--- src/rtl/safety_island_boot_seq.sv ---
// rtl/safety_island_boot_seq.sv - preloaded-boot sequencer acting as register-bus master
// Writes bootmode, per-core entry points and fetch enables, then polls EOC with pacing/timeout.
module safety_island_boot_seq #(
  parameter int unsigned          NumCores        = 1,
  parameter int unsigned          AddrWidth       = 32,
  parameter int unsigned          DataWidth       = 32,
  parameter logic [AddrWidth-1:0] BootModeAddr    = 'h0000_0000,
  parameter logic [AddrWidth-1:0] EntryBaseAddr   = 'h0000_0004,
  parameter logic [AddrWidth-1:0] FetchEnBaseAddr = 'h0000_0044,
  parameter int unsigned          RegStride       = 4,
  parameter logic [AddrWidth-1:0] EocAddr         = 'h0000_0084,
  parameter int unsigned          PollCycles      = 16,
  parameter int unsigned          MaxPolls        = 1024
) (
  input  logic                          clk_i,
  input  logic                          rst_ni,
  input  logic                          start_i,
  input  logic                          abort_i,
  input  logic [DataWidth-1:0]          bootmode_i,
  input  logic [NumCores*DataWidth-1:0] entry_point_i,
  output logic                          req_o,
  input  logic                          gnt_i,
  output logic [AddrWidth-1:0]          addr_o,
  output logic                          we_o,
  output logic [DataWidth/8-1:0]        be_o,
  output logic [DataWidth-1:0]          wdata_o,
  input  logic                          rvalid_i,
  input  logic [DataWidth-1:0]          rdata_i,
  input  logic                          err_i,
  output logic                          busy_o,
  output logic                          done_o,
  output logic                          error_o,
  output logic [1:0]                    error_code_o,
  output logic [DataWidth-2:0]          exit_status_o
);

  localparam int unsigned     CoreW    = (NumCores > 1) ? $clog2(NumCores) : 1;
  localparam logic [CoreW-1:0] LastCore = CoreW'(NumCores - 1);

  typedef enum logic [2:0] {
    IDLE, WR_BOOT, WR_ENTRY, WR_FETCH, POLL_WAIT, RD_EOC, DONE, ERROR
  } state_e;

  state_e                        state_q, state_d;
  logic                          req_q, req_d, we_q, we_d;
  logic                          pend_q, pend_d, abort_q, abort_d;
  logic                          done_q, done_d, error_q, error_d;
  logic [AddrWidth-1:0]          addr_q, addr_d;
  logic [DataWidth-1:0]          wdata_q, wdata_d;
  logic [NumCores*DataWidth-1:0] entry_q, entry_d;
  logic [CoreW-1:0]              core_q, core_d;
  logic [31:0]                   wait_q, wait_d, polls_q, polls_d;
  logic [1:0]                    code_q, code_d;
  logic [DataWidth-2:0]          exit_q, exit_d;

  logic                          issue, issue_we, fail;
  logic [AddrWidth-1:0]          issue_addr;
  logic [DataWidth-1:0]          issue_wdata;
  logic [1:0]                    fail_code;
  logic [CoreW-1:0]              core_nx;
  logic [31:0]                   polls_inc;

  function automatic logic [AddrWidth-1:0] core_addr(input logic [AddrWidth-1:0] base,
                                                     input logic [CoreW-1:0] k);
    return base + AddrWidth'(RegStride) * AddrWidth'(k);
  endfunction

  always_comb begin
    state_d     = state_q;
    req_d       = req_q;
    we_d        = we_q;
    pend_d      = pend_q;
    abort_d     = abort_q;
    done_d      = done_q;
    error_d     = error_q;
    addr_d      = addr_q;
    wdata_d     = wdata_q;
    entry_d     = entry_q;
    core_d      = core_q;
    wait_d      = wait_q;
    polls_d     = polls_q;
    code_d      = code_q;
    exit_d      = exit_q;
    issue       = 1'b0;
    issue_we    = 1'b1;
    issue_addr  = '0;
    issue_wdata = '0;
    fail        = 1'b0;
    fail_code   = 2'd0;
    core_nx     = core_q + CoreW'(1);
    polls_inc   = polls_q + 32'd1;

    case (state_q)
      IDLE, DONE, ERROR: begin
        if (start_i) begin
          entry_d     = entry_point_i;
          done_d      = 1'b0;
          error_d     = 1'b0;
          code_d      = 2'd0;
          exit_d      = '0;
          polls_d     = '0;
          wait_d      = '0;
          core_d      = '0;
          abort_d     = 1'b0;
          pend_d      = 1'b0;
          state_d     = WR_BOOT;
          issue       = 1'b1;
          issue_addr  = BootModeAddr;
          issue_wdata = bootmode_i;
        end
      end
      POLL_WAIT: begin
        if (abort_i) begin
          fail      = 1'b1;
          fail_code = 2'd3;
        end else if (wait_q == 32'(PollCycles - 1)) begin
          state_d    = RD_EOC;
          issue      = 1'b1;
          issue_we   = 1'b0;
          issue_addr = EocAddr;
        end else begin
          wait_d = wait_q + 32'd1;
        end
      end
      default: begin
        if (req_q) begin
          // A grant in the same cycle as abort still commits the access, so defer the abort.
          if (gnt_i) begin
            req_d   = 1'b0;
            pend_d  = 1'b1;
            abort_d = abort_i;
          end else if (abort_i) begin
            fail      = 1'b1;
            fail_code = 2'd3;
          end
        end else if (pend_q) begin
          if (abort_i) abort_d = 1'b1;
          if (rvalid_i) begin
            pend_d  = 1'b0;
            abort_d = 1'b0;
            if (err_i) begin
              fail      = 1'b1;
              fail_code = 2'd1;
            end else if (abort_q || abort_i) begin
              fail      = 1'b1;
              fail_code = 2'd3;
            end else begin
              case (state_q)
                WR_BOOT: begin
                  state_d     = WR_ENTRY;
                  core_d      = '0;
                  issue       = 1'b1;
                  issue_addr  = EntryBaseAddr;
                  issue_wdata = entry_q[DataWidth-1:0];
                end
                WR_ENTRY: begin
                  issue = 1'b1;
                  if (core_q == LastCore) begin
                    state_d     = WR_FETCH;
                    core_d      = '0;
                    issue_addr  = FetchEnBaseAddr;
                    issue_wdata = DataWidth'(32'h1);
                  end else begin
                    core_d      = core_nx;
                    issue_addr  = core_addr(EntryBaseAddr, core_nx);
                    issue_wdata = entry_q[core_nx*DataWidth +: DataWidth];
                  end
                end
                WR_FETCH: begin
                  if (core_q == LastCore) begin
                    state_d = POLL_WAIT;
                    wait_d  = '0;
                  end else begin
                    core_d      = core_nx;
                    issue       = 1'b1;
                    issue_addr  = core_addr(FetchEnBaseAddr, core_nx);
                    issue_wdata = DataWidth'(32'h1);
                  end
                end
                RD_EOC: begin
                  polls_d = polls_inc;
                  if (rdata_i[DataWidth-1]) begin
                    state_d = DONE;
                    done_d  = 1'b1;
                    exit_d  = rdata_i[DataWidth-2:0];
                  end else if ((MaxPolls != 0) && (polls_inc == 32'(MaxPolls))) begin
                    fail      = 1'b1;
                    fail_code = 2'd2;
                  end else begin
                    state_d = POLL_WAIT;
                    wait_d  = '0;
                  end
                end
                default: ;
              endcase
            end
          end
        end
      end
    endcase

    if (issue) begin
      req_d   = 1'b1;
      we_d    = issue_we;
      addr_d  = issue_addr;
      wdata_d = issue_wdata;
    end
    if (fail) begin
      state_d = ERROR;
      error_d = 1'b1;
      code_d  = fail_code;
      req_d   = 1'b0;
      pend_d  = 1'b0;
      abort_d = 1'b0;
    end
  end

  always_ff @(posedge clk_i) begin
    if (!rst_ni) begin
      state_q <= IDLE;
      req_q   <= 1'b0;
      we_q    <= 1'b0;
      pend_q  <= 1'b0;
      abort_q <= 1'b0;
      done_q  <= 1'b0;
      error_q <= 1'b0;
      addr_q  <= '0;
      wdata_q <= '0;
      entry_q <= '0;
      core_q  <= '0;
      wait_q  <= '0;
      polls_q <= '0;
      code_q  <= 2'd0;
      exit_q  <= '0;
    end else begin
      state_q <= state_d;
      req_q   <= req_d;
      we_q    <= we_d;
      pend_q  <= pend_d;
      abort_q <= abort_d;
      done_q  <= done_d;
      error_q <= error_d;
      addr_q  <= addr_d;
      wdata_q <= wdata_d;
      entry_q <= entry_d;
      core_q  <= core_d;
      wait_q  <= wait_d;
      polls_q <= polls_d;
      code_q  <= code_d;
      exit_q  <= exit_d;
    end
  end

  assign req_o         = req_q;
  assign addr_o        = addr_q;
  assign we_o          = we_q;
  assign be_o          = '1;
  assign wdata_o       = wdata_q;
  assign busy_o        = (state_q != IDLE) && (state_q != DONE) && (state_q != ERROR);
  assign done_o        = done_q;
  assign error_o       = error_q;
  assign error_code_o  = code_q;
  assign exit_status_o = exit_q;

endmodule

--- config.mk ---
export PLATFORM = sky130hd
export DESIGN_NAME = safety_island_boot_seq
export DESIGN_NICKNAME = d
export VERILOG_FILES = /design/src/rtl/safety_island_boot_seq.sv
export SDC_FILE = /design/constraint.sdc
export NUM_CORES = 1
export LEC_CHECK = 0
export BUFFER_PORTS_ARGS = -buffer_cell sky130_fd_sc_hd__buf_4
export CAP_MARGIN = 20
export CORE_AREA = 2 2 149 151
export DETAILED_ROUTE_END_ITERATION = 10
export DIE_AREA = 0 0 151 153
export MAX_ROUTING_LAYER = met4
export PLACE_DENSITY_LB_ADDON = 0.08
export REMOVE_ABC_BUFFERS = 1
export SYNTH_ARGS = -nofsm -noshare
export SYNTH_HDL_FRONTEND = slang
export SYNTH_SLANG_ARGS = --single-unit
--- constraint.sdc ---
create_clock -name clk_i -period 4.9 [get_ports clk_i]
set_clock_uncertainty 0.15 [all_clocks]
set_input_delay 0.735 -clock clk_i [delete_from_list [all_inputs] [get_ports clk_i]]
set_output_delay 0.735 -clock clk_i [all_outputs]
set_load 0.05 [all_outputs]
-- Word-level counts from Yosys, hierarchy flattened
Cells that the tools add are included.
- add/sub/neg operators: 5
- multiply operators: 0
- divide/modulo/power cells: 0
- $lt $le $gt $ge: 0
- equal/unequal tests: 34
- shifts and indexed selects: 1
- muxes and demuxes: 138
- bitwise gates (word level): 2
- reductions and logical operators: 34
- operators by type and width (cell ; number):
    $mux 32 ; 24
    $pmux 32 s2 ; 4
    $mux 31 ; 8
    $pmux 32 s3 ; 1
    $add 32x1->32 const B ; 2
    $mux 8 ; 8
    $pmux 31 s2 ; 1
    $mux 1 ; 52
    $mux 3 ; 13
    $eq 32x11->1 const B ; 1
    $eq 32x4->1 const B ; 1
    $shiftx 32x7->32 ; 1
    $mux 2 ; 13
    $pmux 8 s3 ; 1
    $reduce_and 12->1 ; 2
    $pmux 1 s2 ; 8
    $pmux 8 s2 ; 1
    $reduce_and 8->1 ; 2
    $reduce_bool 4->1 ; 4
    $ne 3x3->1 const B ; 5
    $reduce_bool 3->1 ; 5
    $eq 3x3->1 const B ; 4
    $ne 4x2->1 const B ; 3
    $pmux 3 s4 ; 1
    other kinds (29) ; 49
- bits in registers: 203
- latch bits: 0
- memory bits (writable): 0
- memory bits (read-only): 0
- memories: 0

-- Depth between registers and ports, before layout
Gate-level depths: netlist of the first run.
- word-level depth: 13
- depth in mapped cells: 12
- gate-level depth less buffers: 10

-- Least setup slack after synthesis of the first run
Ideal clock, no wire load.
- path type: register -> register
- from: reg polls_q[0]
- to: reg wait_q[0]
- arrival: 3146 ps
- required time: 4622 ps
- path slack: 1476 ps
- cell stages (with the launch flop): 13
- period minus slack after synthesis: 3424 ps
- cell sequence: dfxtp_1 ha_1 nand3_1 or4_1 buf_2 o31a_1 a211o_1 or4_4 o31ai_4 buf_6 buf_6 xor2_1 nor2_1
- cells in the longest elaborated chain, start to end: 4
- RTL lines (element ; line ; RTL):
    from (decl) ; 52 ; logic [31:0] wait_q, wait_d, polls_q, polls_d;
    from (signal assigned) ; 248 ; polls_q <= polls_d;
    $add 32x1->32 ; 91 ; polls_inc = polls_q + 32'd1;
    $eq 32x11->1 ; 186 ; end else if ((MaxPolls != 0) && (polls_inc == 32'(MaxPolls))) begin
    $ne 4x2->1 (no source line) ; - ;
    $reduce_and 12->1 (no source line) ; - ;
    to (signal assigned) ; 247 ; wait_q <= wait_d;
    to (decl) ; 52 ;
No other way between the ends.
A chain may end at the register's enable or synchronous reset.

-- Final worst setup path of the first run
- from: reg polls_q[0]
- to: reg wait_q[17]
Same word-level chain as after synthesis.

==> results of run 1 <==
## power groups by stage
| stage | logic, mW | clock network (mW) | registers, mW |
|---|---|---|---|
| final | 1.49 | 1.33 | 1.64 |
| after global routing | 1.62 | 1.42 | 1.66 |
| after CTS | 1.50 | 1.36 | 1.64 |
| after detailed placement | 1.50 | 0 | 1.67 |
| after global placement | 1.51 | 0 | 1.67 |
| after floorplan | 0.654 | 0 | 1.98 |
## cell usage after synthesis (all sizes together), types with 22 or more instances
master  instances
dfxtp         173
nand2         154
a21oi         148
nand3          84
nor2           81
clkbuf         69
buf            47
o21ai          40
a22oi          35
nor3           33
nor4           28
xnor2          26
nand4          22
## layer usage
layer	GRT usage, %	wire [um]	up-vias
met3	5.04	1570	25
li1	-	-	4059
met2	32.2	11000	199
met1	27.2	10800	3737
met5	-	0	-
met4	6.54	373	0
## worst paths after layout
kind,from,cells past startpoint,slack [ps],end
setup reg to reg,polls_q[0],11,930,wait_q[17]
hold reg to reg,entry_q[28],2,300,entry_q[28]
setup / recovery,polls_q[0],11,930,wait_q[17]
hold / removal,entry_q[28],2,300,entry_q[28]
## through the flow
stage	util, %	hold WS (ps)	setup slack (ps)
after global routing	48.1	320	605
after CTS	48.0	305	916
final	48.1	303	926
after global placement	45.3	289	1070
after floorplan	-	286	773
after detailed placement	45.3	295	951
## kinds of logic after synthesis
kind of cell,count (synthesis)
other,2
DFF,173
and+or+nand+nor,469
adders and majority gates,2
muxes,3
xor gates and xnor gates,31
AOI/OAI and AO/OA,279
buffers and inverters,129
## sequential cells by signal (all words and copies together), names as in the netlist
| signal | count |
|---|---|
| entry_q | 32 |
| polls_q | 32 |
| wait_q | 32 |
| wdata_o | 32 |
| exit_status_o | 31 |
| addr_o | 3 |
| state_q | 3 |
| error_code_o | 2 |
| abort_q | 1 |
| done_o | 1 |
| error_o | 1 |
| pend_q | 1 |
| req_o | 1 |
| we_o | 1 |
## worst min-delay path, cell delays in order, from the launching register on
cell and delay (ps):
dfxtp_1 310, nand2_1 50, a21oi_1 50
## cell type report
type                    count  area (um2)
multi-input cells         817        4440
fillers                  2176       11100
flip-flops and latches    173        3460
clock buffers              18         429
repair buffers            192        1460
well taps                 280         350
clock inverters            14         148
inverters                  13        51.3
==> run metrics, run 1 <==
setup repair after global routing missed its margin=no; initial drt markers=between 500 and 600; # hold bufs at CTS=0; #FFs+latches synth=about 170; Setup TNS Final=0 ps; deepest clock path buffer count=2; Gates resized, CTS repair=0; post-CTS setup-driven buffer insertion count=0; number of max-capacitance violations reported=0; Net Switching=1.81 mW; Int Pwr=~2.7 mW; initial antenna violation count=0; total length of routed wires=approximately 24000 um; grt ovf=0; Final HPWL DP=15700 um; outcome=completed; worst rel slew slack=about half; number of flops mapped to enable cells by yosys=0; Gate power share=33.4%; Final nets=1319; delay of the slowest cell on the worst path=640 ps; slowest cell on the critical path=or4_1; transition time at the pin with the least slew margin=around 780 ps; endpoint required time on the critical path=between 5000 and 6000 ps; clock-pin slew reported for the worst setup and hold paths after clock tree synthesis=about 70 ps; wire per inst=around 16 um; Post-Syn Area per Cell=~7.7 um2; vias post-DR=8020; CTS H-tree depth=4; Worst EP arrival=~4200 ps; floorplan die area=0.0231 mm2; category of the worst setup path capture point=register; Post-Syn Instances=1088; summed area of non-filler cells in the final layout=0.0103 mm2; number of sinks on the clock net=173; fraction of layout cells with a size suffix above 1=20.5%; most used cells in the layout excluding fill and tap cells=buf_4 (191), dfxtp_1 (173), nand2_1 (153); switching part of the total power=40.5%; number of hold-slack violations in the final timing report=0; clock share of power=between 20% and 30%; worst path cell trace=ha_1 -> nand3_1 -> or4_1 -> o31a_1 -> a211o_1 -> or4_4 -> o31ai_4 -> buf_4 -> nor3_1 -> mux2i_1 -> nor4_1; number of I/O port buffers=175; pin count of the biggest net entering global routing=68; diode insertion count for antenna repair=0; count of boundary I/O pins=209; effective utilization at floorplan=39.1%; placeable core region=approximately 0.021 mm2; fmax=0.252 GHz; area fraction in compound gates after synthesis=19.8%; clock period minus final worst setup slack=3970 ps; combined global-route utilization of all metal layers=a little over a fifth; portion of netlist area occupied by mux cells=0.357%; TritonCTS Buffers=17; commonest non-fill, non-tap cell in the layout=buf_4; Synth Area in Adders=0.298%; area leader, netlist=dfxtp_1; Pins Over Slew Limit=0; die extent in x=about 150 um; simple logic cell fraction of the synthesized area=a little over a quarter; kind of path behind the tightest hold check=register to register; ranking of synthesized cells by area=dfxtp_1 (41%), a21oi_1 (8.7%), nand2_1 (6.9%); clock root buffer master=clkbuf_16; FFs w/ async S/R, synth=0%; number of rows created at floorplan=between 50 and 60; via count of the first global-routing pass=7371; post-route insts no fill=1507; global-route wire length before repair=38000 um; maximum vdd drop=approximately 270 uV; xor and xnor fraction of the mapped netlist area=3.23%; element type at the critical path start=register; total design power=4.46 mW; Final setup viols=0; growth of design area from synthesis to finish=23.0%; remaining routing DRC violations=0; antenna viol nets, final=0; distinct cell type count after synthesis=63; clock tree from TritonCTS=done; buffers and inverters on the worst path=1; Area after DPL=0.00974 mm2; total of warnings raised by yosys=0; commonest register cell after synthesis=dfxtp_1; Cells after DPL=between 1000 and 1500; top cell family by delay on the critical path=simple AND/OR/NAND/NOR gates; period utilization=approximately four fifths; number of optimization iterations in the first detailed-route pass=5; area fraction of the dominant cell type after synthesis=about two fifths; height of the die=153 um; number of vias per cell after detailed routing=5.32; combinational family with the most area after synthesis=simple AND/OR/NAND/NOR gates; pwr/cell area=432 mW/mm2; worst-path maximum fanout=17; fraction of the yosys area taken by sequential cells=41.2%; post-synthesis cell area=0.00841 mm2; clock latency on the worst-skew pair=440 ps; leakage power figure=3.92 nW; final estimated routing congestion in global placement=0.798; Worst Setup Path Type=register to register; portion of total power attributed to sequential cells=36.8%
Power figures use the tool's default switching activity.
==> inputs of run 2 (changes only) <==
clock period = 3.5 ns   (was 4.9 ns; I/O delays follow)
==> run 2 against run 1 <==
Cell count is 3.9% higher. Sequential cell count stayed put. Cell area rose by 5.9%. Combinational power up 50%. Global-route usage increased by 1.1 points. Non-clock buffer count increased by 59. Die area unchanged. Count of clock-buffer cells in the layout stayed put. Core utilization rose by 2.8 points. Via count increased by 4.0%. Sequential power is 39% higher. Maximum frequency up 15%. Critical endpoint is now wait_q[6].
==> run metrics, run 2 (synthesis results as in run 1) <==
outcome=completed; diode insertion count for antenna repair=0 (unchanged); Global Route met3 Usage=5.49% (+0.45 points); maximum vdd drop=407 uV (+53%); initial antenna violation count=0 (unchanged); worst path cell trace=ha_4 -> buf_4 -> nand2_1 -> or4b_4 -> nor4_2 -> o2111ai_1 -> or4_4 -> o31ai_4 -> clkbuf_16 -> buf_6 -> o21ai_2 -> a21oi_1; effective utilization at floorplan=39.1% (unchanged); worst-path maximum fanout=6 (-11); count of boundary I/O pins=209 (unchanged); number of optimization iterations in the first detailed-route pass=5 (unchanged); Area after DPL=0.0101 mm2 (+3.8%); final critical-path setup slack=55.2 ps (-870 ps); global-route wire length before repair=39900 um (+5.0%); total length of routed wires=25100 um (+5.6%); summed area of non-filler cells in the final layout=0.0109 mm2 (+5.9%); post-route core utilization=50.9% (+2.8 points); most used cells in the layout excluding fill and tap cells=buf_4 (245), dfxtp_1 (158), nand2_1 (153); via count of the first global-routing pass=7702 (+4.5%); transition time at the pin with the least slew margin=876 ps (+99.3 ps); clock-pin slew reported for the worst setup and hold paths after clock tree synthesis=80 ps (about the same); height of the die=153 um (unchanged); kind of path behind the tightest hold check=primary input to register; met1 capacity usage during global routing=28.7% (+1.5 points); vias post-DR=8341 (+4.0%); wire per inst=16.0 um (+1.6%); die extent in x=151 um (unchanged); Final nets=1378 (+4.5%); Cells after DPL=1522 (+3.3%); placeable core region=0.0215 mm2 (unchanged); fraction of layout cells with a size suffix above 1=26.1% (+5.6 points); remaining routing DRC violations=0 (unchanged); TritonCTS Buffers=17 (unchanged); post-route insts no fill=1566 (+3.9%); number of vias per cell after detailed routing=5.33 (about the same); grt ovf=0 (unchanged); endpoint required time on the critical path=3700 ps (-1390 ps); clock latency on the worst-skew pair=440 ps (about the same); delay of the slowest cell on the worst path=490 ps (-150 ps); layer with the highest usage=met2; antenna viol nets, final=0 (unchanged); deepest clock path buffer count=2 (unchanged); setup repair after global routing missed its margin=yes; final estimated routing congestion in global placement=0.839 (+5.2%); pwr/cell area=587 mW/mm2 (+36%); clock period minus final worst setup slack=3440 ps (-530 ps); pin count of the biggest net entering global routing=65 (-4.4%); worst rel slew slack=41.5% (-6.8 points); floorplan die area=0.0231 mm2 (unchanged); combined global-route utilization of all metal layers=22.1% (+1.1 points); commonest non-fill, non-tap cell in the layout=buf_4; Pins Over Slew Limit=0 (unchanged); category of the worst setup path capture point=register; clock root buffer master=clkbuf_16; number of I/O port buffers=175 (unchanged); fmax=0.290 GHz (+15%); leakage power figure=4.31 nW (+9.7%); Final HPWL DP=16600 um (+5.3%); number of max-capacitance violations reported=0 (unchanged); Worst EP arrival=3650 ps (-520 ps); number of rows created at floorplan=54 (unchanged); total design power=6.42 mW (+44%); period utilization=98.4% (+17 points); number of sinks on the clock net=173 (unchanged); Worst Setup Path Type=register to register; number of hold-slack violations in the final timing report=0 (unchanged); clock tree from TritonCTS=done; slowest cell on the critical path=or4b_4; initial drt markers=596 (+16%); Final setup viols=0 (unchanged); Setup WS pre-CTS=28.2 ps (-923 ps); global routing met2 resource utilization=34.5% (+2.3 points); element type at the critical path start=register; growth of design area from synthesis to finish=30.2%; CTS H-tree depth=4 (unchanged)
==> run 2: changes by cell type in the layout (fill, tap and decap cells not counted), moves of 3 or more <==
cell / delta
dfxtp_2: +15
buf_6: +3
dfxtp_1: -15
clkinv_8: +3
buf_4: +54
nor4_1: -3
==> run 2: report_power, final <==
group | internal (mW) | total [mW] | switching [mW]
clock network | 0.966 | 1.90 | 0.939
logic | 0.682 | 2.24 | 1.56
registers | 2.17 | 2.28 | 0.108
==> run 2: what timing repair did <==
item | CTS | global route
hold buffers | 0 | 0
resized for setup | 0 | 39
setup buffers | 0 | 11
setup endpoints to repair | 0 | 35
==> run 2: through the flow <==
step	setup TNS, ps	hold WS (ps)
after floorplan	-36200	286
after global placement	0	289
after detailed placement	0	296
after CTS	0	157
after global routing	-976	166
final	0	172
==> run 2: final timing paths <==
path | start | end | slack, ps | cells past startpoint
worst max register to register | polls_q[0] | wait_q[6] | 60 | 12
worst min register to register | exit_status_o[6] | exit_status_o[6] | 300 | 2
worst max-delay path | polls_q[0] | wait_q[6] | 60 | 12
worst min-delay path | entry_point_i[23] | entry_q[23] | 170 | 3
==> run 2: cell type report <==
type | count | area [um2]
repair buffers | 251 | 1940
inverters | 13 | 51.3
multi-input cells | 817 | 4530
flip-flops and latches | 173 | 3480
clock inverters | 14 | 168
clock buffers | 18 | 429
well taps | 280 | 350
fillers | 2142 | 10500
==> run 2: critical path, delay by kind of cell (launching register included) <==
| family | cells | cell delay [ps] |
|---|---|---|
| compound gates | 4 | 860 |
| fa+ha+maj | 1 | 150 |
| simple gates | 4 | 1380 |
| buf+inv | 3 | 460 |
| flops | 1 | 370 |
==> run 2: routing by layer <==
layer | share of wire (%) | vias up
met1 | 44 | 3895
met4 | 1.4 | 0
li1 | - | 4180
met5 | 0 | -
met3 | 6.5 | 21
met2 | 48 | 245
==> inputs of run 3 (changes only) <==
CTS_BUF_LIST = sky130_fd_sc_hd__clkbuf_4 sky130_fd_sc_hd__clkbuf_8 sky130_fd_sc_hd__clkbuf_16   (was not set)
clock period = 3.3 ns   (was 3.5 ns; I/O delays follow)
==> run 3 against run 2 <==
Worst setup slack worse by 43 ps. Via count increased by 0.32%. Combinational power up 11%. Total power rose by 6.9%. Critical endpoint is now wait_q[5]. Sequential share of layout area down 0.60 points. Register-to-register slack got worse by 40 ps. Maximum frequency up 4.8%. Die area unchanged. Sequential cell count unchanged. Largest cell class unchanged.
==> run metrics, run 3 (synthesis results as in run 1) <==
clock tree from TritonCTS=done; number of cells on the worst reg-to-reg path=11 (-1); floorplan die area=0.0231 mm2 (unchanged); pwr/cell area=617 mW/mm2 (+5.1%); fill count=2133 (-0.42%); Pins Over Slew Limit=0 (unchanged); diode insertion count for antenna repair=0 (unchanged); total design power=6.87 mW (+6.9%); antenna viol nets, final=0 (unchanged); count of cells along the worst hold path=3 (unchanged); placeable core region=0.0215 mm2 (unchanged); slowest cell on the critical path=or4_4; fraction of layout cells with a size suffix above 1=27.1% (+0.98 points); worst-path maximum fanout=4 (-2); clock root buffer master=clkbuf_16; post-route insts no fill=1586 (+1.3%); clock latency on the worst-skew pair=430 ps (about the same); delay of the slowest cell on the worst path=570 ps (+80 ps); remaining routing DRC violations=0 (unchanged); endpoint required time on the critical path=3500 ps (-200 ps); worst path cell trace=nand4_4 -> or4_4 -> o31a_1 -> a211o_1 -> or4_4 -> o31ai_4 -> buf_4 -> buf_2 -> buf_4 -> o21ai_1 -> a21oi_1; Final nets=1399 (+1.5%); clock-pin slew reported for the worst setup and hold paths after clock tree synthesis=80 ps (about the same); height of the die=153 um (unchanged); number of rows created at floorplan=54 (unchanged); number of optimization iterations in the first detailed-route pass=5 (unchanged); Cells after DPL=1543 (+1.4%); total length of routed wires=24800 um (-1.1%); leakage power figure=4.41 nW (+2.4%); most used cells in the layout excluding fill and tap cells=buf_4 (261), dfxtp_1 (164), nand2_1 (153); top cell family by delay on the critical path=simple AND/OR/NAND/NOR gates; commonest non-fill, non-tap cell in the layout=buf_4; growth of design area from synthesis to finish=32.4%; grt ovf=0 (unchanged); vias post-DR=8368 (+0.32%); Worst EP arrival=3490 ps (-160 ps); number of sinks on the clock net=173 (unchanged); initial antenna violation count=0 (unchanged); effective utilization at floorplan=39.1% (unchanged); initial drt markers=488 (-18%); die extent in x=151 um (unchanged); number of vias per cell after detailed routing=5.28 (-0.94%); outcome=completed; worst rel slew slack=51.7% (+10 points); hold_ws=150 ps (-21.7 ps); setup repair after global routing missed its margin=yes; maximum vdd drop=412 uV (+1.1%); fmax=0.304 GHz (+4.8%); Worst Setup Path Type=register to register; deepest clock path buffer count=2 (unchanged); wire per inst=15.6 um (-2.3%); number of I/O port buffers=175 (unchanged); via count of the first global-routing pass=7774 (+0.93%); # hold bufs at CTS=0 (unchanged); category of the worst setup path capture point=register; TritonCTS Buffers=17 (unchanged); combined global-route utilization of all metal layers=21.9% (-0.15 points); number of max-capacitance violations reported=0 (unchanged); cell depth of the worst setup path=11 (-1); CTS H-tree depth=4 (unchanged); transition time at the pin with the least slew margin=725 ps (-152 ps); pin count of the biggest net entering global routing=64 (-1.5%); buffers and inverters on the worst path=3 (unchanged); final estimated routing congestion in global placement=0.828 (-1.4%); clock period minus final worst setup slack=3290 ps (-157 ps); Final setup viols=0 (unchanged); global-route wire length before repair=39900 um (about the same); element type at the critical path start=register; Final HPWL DP=16500 um (-0.25%); number of hold-slack violations in the final timing report=0 (unchanged); period utilization=99.6% (+1.2 points); count of boundary I/O pins=209 (unchanged); kind of path behind the tightest hold check=primary input to register
## run 3: routing by layer
metal	vias to the layer above	wire (um)	global-route usage [%]
met2	233	12000	35.2
met5	-	0	-
li1	4213	-	-
met4	0	464	6.10
met3	33	1550	5.01
met1	3889	10800	27.6
## run 3: worst paths after layout
check / startpoint / endpoint / slack, ps
worst max-delay path: polls_q[14] / wait_q[5] / 10
worst min-delay path: entry_point_i[23] / entry_q[23] / 150
worst max register to register: polls_q[14] / wait_q[5] / 10
worst min register to register: exit_status_o[9] / exit_status_o[9] / 300
## run 3: cell type report
type,instances,area [um2],share of cell area (%)
Multi-Input combinational cell,817,4560,41.0
Sequential cell,173,3470,31.2
Timing Repair Buffer,272,2130,19.1
Clock buffer,17,425,3.82
Tap cell,280,350,3.15
Clock inverter,14,143,1.28
Inverter,13,53.8,0.483
## run 3: worst register-to-register path, stage by stage, from the launching register on
cell and delay, ps:
dfxtp_2 360, nand4_4 120, or4_4 570, o31a_1 250, a211o_1 260, or4_4 570
o31ai_4 280, buf_4 190, buf_2 150, buf_4 110, o21ai_1 60, a21oi_1 130
## run 3: metrics by stage
| stage | setup TNS (ps) | util (%) | setup WS [ps] | area, um2 |
|---|---|---|---|---|
| 4_1_cts | -3.74 | 50.9 | -3.74 | 10900 |
| 2_1_floorplan | -51970 | - | -827 | 7920 |
| 6_report | 0 | 51.8 | 12.5 | 11100 |
| 3_3_place_gp | -3260 | 47.9 | -148 | 10300 |
| 3_5_place_dp | -3760 | 47.9 | -160 | 10300 |
| 5_1_grt | -1580 | 51.8 | -136 | 11100 |
## run 3: power by group
| part | internal, mW | leakage (nW) | switching, mW |
|---|---|---|---|
| Sequential | 2.30 | 1.41 | 0.114 |
| Clock | 1.01 | 0.275 | 0.968 |
| Combinational | 0.811 | 2.73 | 1.66 |
## run 3: what timing repair did
item	in CTS	in global routing
setup endpoints to repair	41	41
buffers inserted	2	8
resized for setup	13	29
pin swaps	9	11
cloned	0	2
hold endpoints to repair	0	0
